## config.mk

```make
export PLATFORM = sky130hd
export DESIGN_NAME = dac_multi
export DESIGN_NICKNAME = d
export VERILOG_FILES = /design/src/rtl/dac_pkg.sv /design/src/rtl/dac_channel.sv /design/src/rtl/dac_multi.sv
export SDC_FILE = /design/constraint.sdc
export NUM_CORES = 1
export LEC_CHECK = 0
export ABC_AREA = 1
export CAP_MARGIN = 20
export CELL_PAD_IN_SITES_DETAIL_PLACEMENT = 1
export CELL_PAD_IN_SITES_GLOBAL_PLACEMENT = 2
export CORE_ASPECT_RATIO = 1.4
export CORE_MARGIN = 2
export CORE_UTILIZATION = 33
export CTS_BUF_LIST = sky130_fd_sc_hd__clkbuf_2 sky130_fd_sc_hd__clkbuf_4 sky130_fd_sc_hd__clkbuf_8
export CTS_CLUSTER_DIAMETER = 50
export CTS_CLUSTER_SIZE = 8
export DETAILED_ROUTE_END_ITERATION = 16
export MAX_ROUTING_LAYER = met4
export PLACE_DENSITY_LB_ADDON = 0.1
export SYNTH_ARGS = -nofsm -noshare
export SYNTH_HDL_FRONTEND = slang
export SYNTH_SLANG_ARGS = --single-unit
```

## constraint.sdc

```tcl
create_clock -name clk -period 3.05 [get_ports clk]
set_input_delay 0.61 -clock clk [delete_from_list [all_inputs] [get_ports clk]]
set_output_delay 0.61 -clock clk [all_outputs]
set_load 0.02 [all_outputs]
```

## src/rtl/dac_pkg.sv

```systemverilog
// rtl/dac_pkg.sv - shared types and helpers for the multi-channel PWM DAC
package dac_pkg;

    typedef enum logic {
        ALIGN_LEFT   = 1'b0,
        ALIGN_CENTER = 1'b1
    } align_e;

    function automatic int cnt_width(input int cycles);
        return $clog2(cycles + 1);
    endfunction

    // Codes beyond the window length saturate to fully on.
    function automatic int unsigned clamp_code(input int unsigned code, input int unsigned cycles);
        return (code > cycles) ? cycles : code;
    endfunction

endpackage

```

## src/rtl/dac_channel.sv

```systemverilog
// rtl/dac_channel.sv - one PWM output: compares the shared slot counter against the active code
module dac_channel
    import dac_pkg::*;
#(
    parameter int CODE_WIDTH        = 8,
    parameter int CYCLES_PER_WINDOW = 256,
    parameter int CW                = cnt_width(CYCLES_PER_WINDOW)
) (
    input  logic                  clk,
    input  logic                  rst_n,
    input  logic                  enable_i,
    input  logic [CODE_WIDTH-1:0] code_i,
    input  align_e                mode_i,
    input  logic [CW-1:0]         cnt_i,
    output logic                  pwm_o
);

    localparam logic [CW-1:0] WIN = CW'(CYCLES_PER_WINDOW);

    logic [CW-1:0] clamped;
    logic [CW-1:0] offset;
    logic [CW-1:0] hi_end;
    logic          pwm_d;
    logic          pwm_q;

    // offset + clamped never exceeds the window length, so CW bits suffice.
    always_comb begin
        clamped = CW'(clamp_code(32'(code_i), CYCLES_PER_WINDOW));
        offset  = (WIN - clamped) >> 1;
        hi_end  = offset + clamped;
        pwm_d   = 1'b0;
        if (enable_i) begin
            if (mode_i == ALIGN_CENTER) begin
                pwm_d = (cnt_i >= offset) && (cnt_i < hi_end);
            end else begin
                pwm_d = (cnt_i < clamped);
            end
        end
    end

    always_ff @(posedge clk or negedge rst_n) begin
        if (!rst_n) begin
            pwm_q <= 1'b0;
        end else begin
            pwm_q <= pwm_d;
        end
    end

    assign pwm_o = pwm_q;

endmodule

```

## src/rtl/dac_multi.sv

```systemverilog
// rtl/dac_multi.sv - multi-channel double-buffered PWM DAC with frame handshake and underflow flag
module dac_multi
    import dac_pkg::*;
#(
    parameter int NUM_CHANNELS      = 4,
    parameter int CODE_WIDTH        = 8,
    parameter int CYCLES_PER_WINDOW = 256
) (
    input  logic                               clk,
    input  logic                               rst_n,
    input  logic                               enable,
    input  logic                               center_mode,
    input  logic [NUM_CHANNELS*CODE_WIDTH-1:0] sample_data,
    input  logic                               sample_valid,
    output logic                               sample_ready,
    output logic [NUM_CHANNELS-1:0]            pwm,
    output logic                               window_start,
    output logic                               underflow
);

    localparam int            FW   = NUM_CHANNELS * CODE_WIDTH;
    localparam int            CW   = cnt_width(CYCLES_PER_WINDOW);
    localparam logic [CW-1:0] LAST = CW'(CYCLES_PER_WINDOW - 1);

    logic [CW-1:0] cnt_q,      cnt_d;
    logic          run_q,      run_d;
    logic [FW-1:0] buf_q,      buf_d;
    logic          buf_full_q, buf_full_d;
    logic [FW-1:0] active_q,   active_d;
    align_e        mode_q,     mode_d;
    logic          uf_pend_q,  uf_pend_d;
    logic          ws_q,       ws_d;
    logic          uf_q,       uf_d;

    logic xfer;
    logic boundary;

    assign sample_ready = !buf_full_q && run_q;
    assign xfer         = sample_valid && sample_ready;
    assign boundary     = enable && (cnt_q == LAST);

    always_comb begin
        cnt_d      = cnt_q;
        run_d      = 1'b1;
        buf_d      = buf_q;
        buf_full_d = buf_full_q;
        active_d   = active_q;
        mode_d     = mode_q;
        uf_pend_d  = uf_pend_q;

        if (!enable || (cnt_q == LAST)) begin
            cnt_d = '0;
        end else begin
            cnt_d = cnt_q + CW'(1);
        end

        // Status pulses line up with the registered pwm of slot 0.
        ws_d = enable && (cnt_q == '0);
        uf_d = enable && (cnt_q == '0) && uf_pend_q;

        if (!enable) begin
            uf_pend_d = 1'b0;
        end else if (boundary) begin
            uf_pend_d = !buf_full_q && !xfer;
        end else if (cnt_q == '0) begin
            uf_pend_d = 1'b0;
        end

        // A frame arriving in the boundary cycle with an empty buffer skips the buffer.
        if (boundary) begin
            mode_d = align_e'(center_mode);
            if (buf_full_q) begin
                active_d   = buf_q;
                buf_full_d = 1'b0;
            end else if (xfer) begin
                active_d = sample_data;
            end
        end else if (xfer) begin
            buf_d      = sample_data;
            buf_full_d = 1'b1;
        end
    end

    always_ff @(posedge clk or negedge rst_n) begin
        if (!rst_n) begin
            cnt_q      <= '0;
            run_q      <= 1'b0;
            buf_q      <= '0;
            buf_full_q <= 1'b0;
            active_q   <= '0;
            mode_q     <= ALIGN_LEFT;
            uf_pend_q  <= 1'b0;
            ws_q       <= 1'b0;
            uf_q       <= 1'b0;
        end else begin
            cnt_q      <= cnt_d;
            run_q      <= run_d;
            buf_q      <= buf_d;
            buf_full_q <= buf_full_d;
            active_q   <= active_d;
            mode_q     <= mode_d;
            uf_pend_q  <= uf_pend_d;
            ws_q       <= ws_d;
            uf_q       <= uf_d;
        end
    end

    assign window_start = ws_q;
    assign underflow    = uf_q;

    for (genvar i = 0; i < NUM_CHANNELS; i++) begin : g_ch
        dac_channel #(
            .CODE_WIDTH       (CODE_WIDTH),
            .CYCLES_PER_WINDOW(CYCLES_PER_WINDOW),
            .CW               (CW)
        ) u_ch (
            .clk     (clk),
            .rst_n   (rst_n),
            .enable_i(enable),
            .code_i  (active_q[i*CODE_WIDTH +: CODE_WIDTH]),
            .mode_i  (mode_q),
            .cnt_i   (cnt_q),
            .pwm_o   (pwm[i])
        );
    end

endmodule

```

==> impl_metrics.toml, run 1 <==
[outcome]
outcome = "finished, violations left"
violations = "setup timing"

[place]
port_buffers = 43
gp_congestion = 0.788
dp_worst_setup_slack_ns = -0.439
placed_cell_area_mm2 = 0.00946
dp.cells = 1530
dp_hpwl_mm = 18.8

[clocking]
clk_latency_ns = 0.40
path_clk_slew_ns = 0.11
clk_root_buffer_cell = "clkbuf_8"
clk_path_buf_depth = 2
cts_tree = "done"
cts.sinks = 83
htree_levels = 3
cts_buffers = 9

[logic_synthesis]
synthArstFlopShare_pct = 100
yosysWarningCount = 0
synth_cells = 1080
synthesis.area_mm2 = 0.00780
synth_flop_cell = "dfrtp_1"
ys_seq_elements = 83
synth_enable_flop_cells = 0
ys_types = 44
syn_avg_cell_area_um2 = 7.22
seq_area_frac_synth_pct = 26.6
synth.net_count = 1251

[grt]
grt_overflow = 0
grt_max_degree = 66
grt_pass1_wl_mm = 39.6
grt_usage_pct = 20.9
antenna_found_initial = 0
grt_pass1_vias = 7936

[floorplanning]
std_cell_rows = 66
num_io_pins = 44
die_area_mm2 = 0.0249
dieHeight_um = 186
die_w_um = 134
core_mm2 = 0.0232
start_util_pct = 33.6

[detailed_routing]
drtAntennaViolNets = 0
wl_per_cell_um = 15.5
route.detailed.drc = 0
vias = 7622
drt_iter0_markers = 187
first_pass_iters = 4
via_per_inst = 4.85
finalWirelength_mm = 24.4

[flow_run]
max_cap_violations = 0

[final_layout]
regArea_mm2 = 0.00208
finish.utilization_pct = 45.1
fillCellCount = 2880
finalNonFillerCells = 1573
multiInputGateArea_mm2 = 0.00557
fin_area_mm2 = 0.0105
drive_above_1_share_pct = 23.8
area_delta_synth_final_pct = 34.2
diodes = 0
mostFrequentLayoutCells = "nand2_1 (264), buf_4 (153), inv_1 (129)"
fin_nets = 1433
final_common_cell = "nand2_1"

[sta]
layout_setup_ws_ns = -0.118
max_slew.worst_pin.slew_ns = 0.630
period_minus_slack_ns = 3.17
timing.hold.ws_ns = 0.170
setup_viol = 4
report.final.hold_viol_count = 0
post-route-period-util_pct = 104
final_max_slew_viol_count = 0
skew_ns = 0.0225
rsz0062_at_grt = "yes"
fin_setup_tns_ns = -0.310
slew_headroom_pct = 58.0
timing.fmax_mhz = 316

[critical_path]
worst-path-max-fanout = 4
crit_type = "reg2reg"
required_ns = 3.34
critical_path_arrival_ns = 3.45
startpoint_type = "flip-flop"
critPathCaptureType = "flip-flop"

[power]
power.density_mw_per_mm2 = 260
finalPower_mw = 2.72
power.leakage_nw = 5.67
peakVddDrop_uv = 270

[min_path]
hp-class = "in2async"
==> cell families after synthesis <==
family / share of synthesized area, %
xor gates and xnor gates: 3.37
buffers and inverters: 8.87
other: 0.0481
and+or+nand+nor: 24.9
DFF: 26.6
AOI/OAI and AO/OA: 14.6
adders and majority gates: 21.6
==> critical path, cell delays in order (launching register included) <==
cell,delay (ns)
dfrtp_2,0.43
buf_4,0.14
nor3_4,0.20
buf_4,0.15
nand3_1,0.06
nand2_1,0.06
nand2_1,0.07
inv_1,0.07
ha_2,0.31
a21o_1,0.21
a221oi_2,0.28
nand2_1,0.10
nand2_1,0.07
nand2_1,0.05
ha_1,0.28
nand2_2,0.07
nor2_4,0.11
nand4_1,0.11
a21oi_2,0.11
nor2_1,0.06
o21ai_1,0.07
a21oi_1,0.07
==> power by group <==
part / total [mW] / leakage [nW] / switching (mW) / internal (mW)
clock network: 1.12 / 0.133 / 0.465 / 0.651
logic: 0.372 / 4.60 / 0.207 / 0.165
registers: 1.23 / 0.929 / 0.0446 / 1.19
total: 2.72 / 5.67 / 0.716 / 2.00
==> cells in the mapped netlist (5+ instances only) <==
cell type / count / area [µm²]
a21oi_1: 62 / 310
buf_2: 15 / 75.1
clkbuf_1: 7 / 26.3
dfrtp_1: 83 / 2080
ha_1: 133 / 1660
inv_1: 143 / 537
inv_2: 5 / 18.8
nand2_1: 273 / 1020
nand2_2: 15 / 93.8
nand3_1: 39 / 195
nand3b_1: 9 / 67.6
nand4_1: 11 / 68.8
nor2_1: 67 / 251
nor2_2: 6 / 37.5
nor3_1: 11 / 55.1
o211ai_1: 5 / 37.5
o21a_1: 6 / 45.0
o21ai_0: 105 / 526
o21ai_1: 12 / 60.1
xnor2_1: 11 / 96.3
xor2_1: 19 / 166
==> worst paths after layout <==
kind,from,to,slack (ns),cells after the start
max in group asynchronous,rst_n,buf_q[24],2.19,2
min reg2reg,buf_q[29],buf_q[29],0.49,2
max reg2reg,active_q[17],g_ch[2].u_ch.pwm_o,-0.12,21
min in group clk,buf_q[29],buf_q[29],0.49,2
min,rst_n,buf_q[4],0.17,1
max,active_q[17],g_ch[2].u_ch.pwm_o,-0.12,21
==> routing by layer <==
layer	part of all wire (%)	track usage (%)
met1	42	23.8
met2	53	38.1
met3	2.4	2.72
met4	1.9	6.64
met5	0	-
==> state kept, by name, summed over array words and instances (netlist names) <==
name             cells
window_start         1
buf_q               32
buf_full_q           1
underflow            1
run_q                1
active_q            32
g_ch.u_ch.pwm_o      4
cnt_q                9
uf_pend_q            1
mode_q               1
==> final cells by class <==
cell class / instances / share of cell area, %
inverter: 148 / 5.31
multi-input combinational: 822 / 53.2
sequential: 83 / 19.9
timing repair buffer: 198 / 15.4
clock buffer: 10 / 1.31
tap: 306 / 3.66
clock inverter: 6 / 1.30
==> what timing repair did <==
item,4_1_cts,5_1_grt
pin swaps,47,49
hold buffers,0,0
resized for setup,70,40
gates cloned,0,0
setup endpoints to repair,4,4
buffers inserted,19,8
Note: power is estimated with default switching activity, not from simulation.
==> inputs of run 2 (changes only) <==
--- a/config.mk
+++ b/config.mk
@@ -18,6 +18,7 @@
 export DETAILED_ROUTE_END_ITERATION = 16
 export MAX_ROUTING_LAYER = met4
 export PLACE_DENSITY_LB_ADDON = 0.1
+export SKIP_CTS_REPAIR_TIMING = 1
 export SYNTH_ARGS = -nofsm -noshare
 export SYNTH_HDL_FRONTEND = slang
 export SYNTH_SLANG_ARGS = --single-unit
==> impl_metrics.toml, run 2 (synthesized netlist as in run 1, its figures left out) <==
[grt]
grt_pass1_wl_mm = 38.7
antenna_found_initial = 0
grt_usage_pct = 20.5
grt_overflow = 0
grt_max_degree = 66
grt_pass1_vias = 7734

[sta]
layout_setup_ws_ns = -0.120
setup_viol = 3
final_max_slew_viol_count = 0
timing.hold.ws_ns = 0.172
period_minus_slack_ns = 3.17
report.final.hold_viol_count = 0
rsz0062_at_grt = "yes"
max_slew.worst_pin.slew_ns = 0.638
timing.fmax_mhz = 315
fin_setup_tns_ns = -0.353
post-route-period-util_pct = 104
skew_ns = 0.0232
slew_headroom_pct = 57.4

[final_layout]
diodes = 0
finalNonFillerCells = 1558
area_delta_synth_final_pct = 31.8
mostFrequentLayoutCells = "nand2_1 (260), buf_4 (138), inv_1 (128)"
fin_nets = 1418
reg_top3 = "active_q: 32 flops, buf_q: 32 flops, cnt_q: 9 flops"
final_common_cell = "nand2_1"
fillCellCount = 2903
drive_above_1_share_pct = 22.7
fin_area_mm2 = 0.0103

[power]
peakVddDrop_uv = 270
intPower_mw = 2.00
power.density_mw_per_mm2 = 264
comb_power_share_pct = 13.6
seq_power_share_pct = 45.3
power_frac_clock_pct = 41.1
power.leakage_nw = 5.55
p_sw_share_pct = 26.4
switchingPower_mw = 0.718

[floorplanning]
dieHeight_um = 186
start_util_pct = 33.6
num_io_pins = 44
die_w_um = 134
die_area_mm2 = 0.0249
std_cell_rows = 66
core_mm2 = 0.0232

[critical_path]
startpoint_type = "flip-flop"
r2r-end = "g_ch[2].u_ch.pwm_o"
path_buf_inv = 5
critPathCaptureType = "flip-flop"
crit_type = "reg2reg"
worst-path-max-fanout = 3
r2r-start = "active_q[17]"
slowest_delay_ns = 0.42
ff2ff_setup_slack_ns = -0.12
critical_path_arrival_ns = 3.46
path_cells = "inv_2 > ha_4 > nand2_4 > nor2_4 > nand2_2 > nor2_1 > inv_1 > nor2_1 > inv_1 > nand2_2 > inv_2 > buf_4 > ha_4 > a21oi_2 > o211ai_1 > xnor2_1 > ha_1 > nand2_2 > nor2_4 > nand4_1 > a21oi_2 > nor2_1 > o21ai_1 > a21oi_1"
r2r_cells = 24
required_ns = 3.34
crit_family = "simple AND/OR/NAND/NOR gates"
slowest_stage = "dfrtp_1"

[detailed_routing]
wl_per_cell_um = 15.5
finalWirelength_mm = 24.2
drtAntennaViolNets = 0
first_pass_iters = 6
vias = 7555
via_per_inst = 4.85
drt_iter0_markers = 169
route.detailed.drc = 0

[min_path]
hp-class = "in2async"

[clocking]
path_clk_slew_ns = 0.11
clk_root_buffer_cell = "clkbuf_8"
clk_latency_ns = 0.40
clk_path_buf_depth = 2
cts_tree = "done"
cts.sinks = 83
htree_levels = 3
cts_buffers = 9

[place]
dp.cells = 1530
dp_hpwl_mm = 18.8
dp_worst_setup_slack_ns = -0.439
port_buffers = 43
placed_cell_area_mm2 = 0.00946
gp_congestion = 0.788

[outcome]
outcome = "finished, violations left"
violations = "setup timing"

[flow_run]
max_cap_violations = 0
==> run 2: cell types whose count changed in the layout (fill, tap and decap cells not counted), sizes merged <==
cell  change
buf      -15
==> run 2: worst max path at each step <==
stage / startpoint / to / slack (ns) / cells after the start
6_report: active_q[17] / g_ch[2].u_ch.pwm_o / -0.12 / 24
5_1_grt: active_q[17] / g_ch[2].u_ch.pwm_o / -0.42 / 25
4_1_cts: active_q[0] / g_ch[0].u_ch.pwm_o / -0.48 / 21
3_5_place_dp: active_q[0] / g_ch[0].u_ch.pwm_o / -0.44 / 21
3_3_place_gp: active_q[1] / g_ch[0].u_ch.pwm_o / -0.42 / 21
2_1_floorplan: active_q[17] / g_ch[2].u_ch.pwm_o / 0.02 / 26
==> run 2: per-stage QoR <==
step / utilization (%) / total power [mW]
floorplan: - / 1.47
global placement: 40.7 / 1.62
detailed placement: 40.7 / 1.63
CTS: 41.9 / 2.77
global route: 44.3 / 2.88
finish: 44.3 / 2.72
==> run 2: layout make-up <==
type	instances	area [µm²]	area share, %
clock inverter	6	136	1.33
timing repair buffer	183	1500	14.6
tap	306	383	3.72
inverter	148	556	5.40
clock buffer	10	138	1.34
multi-input combinational	822	5490	53.4
sequential	83	2080	20.2
==> run 2: power groups by stage <==
stage                     Combinational (mW)  Clock [mW]  Sequential (mW)
after floorplan                        0.216           0             1.25
after global placement                 0.371           0             1.25
after detailed placement               0.378           0             1.25
after CTS                              0.379        1.16             1.23
after global routing                   0.439        1.20             1.24
final                                  0.371        1.12             1.23
==> run 2: metal layers <==
metal  up-vias  global-route usage (%)  wire length [µm]
met1      3576                    23.4             10300
met3        30                    2.72               591
met5         -                       -                 0
li1       3868                       -                 -
met4         0                    5.91               398
met2        81                    37.3             12900
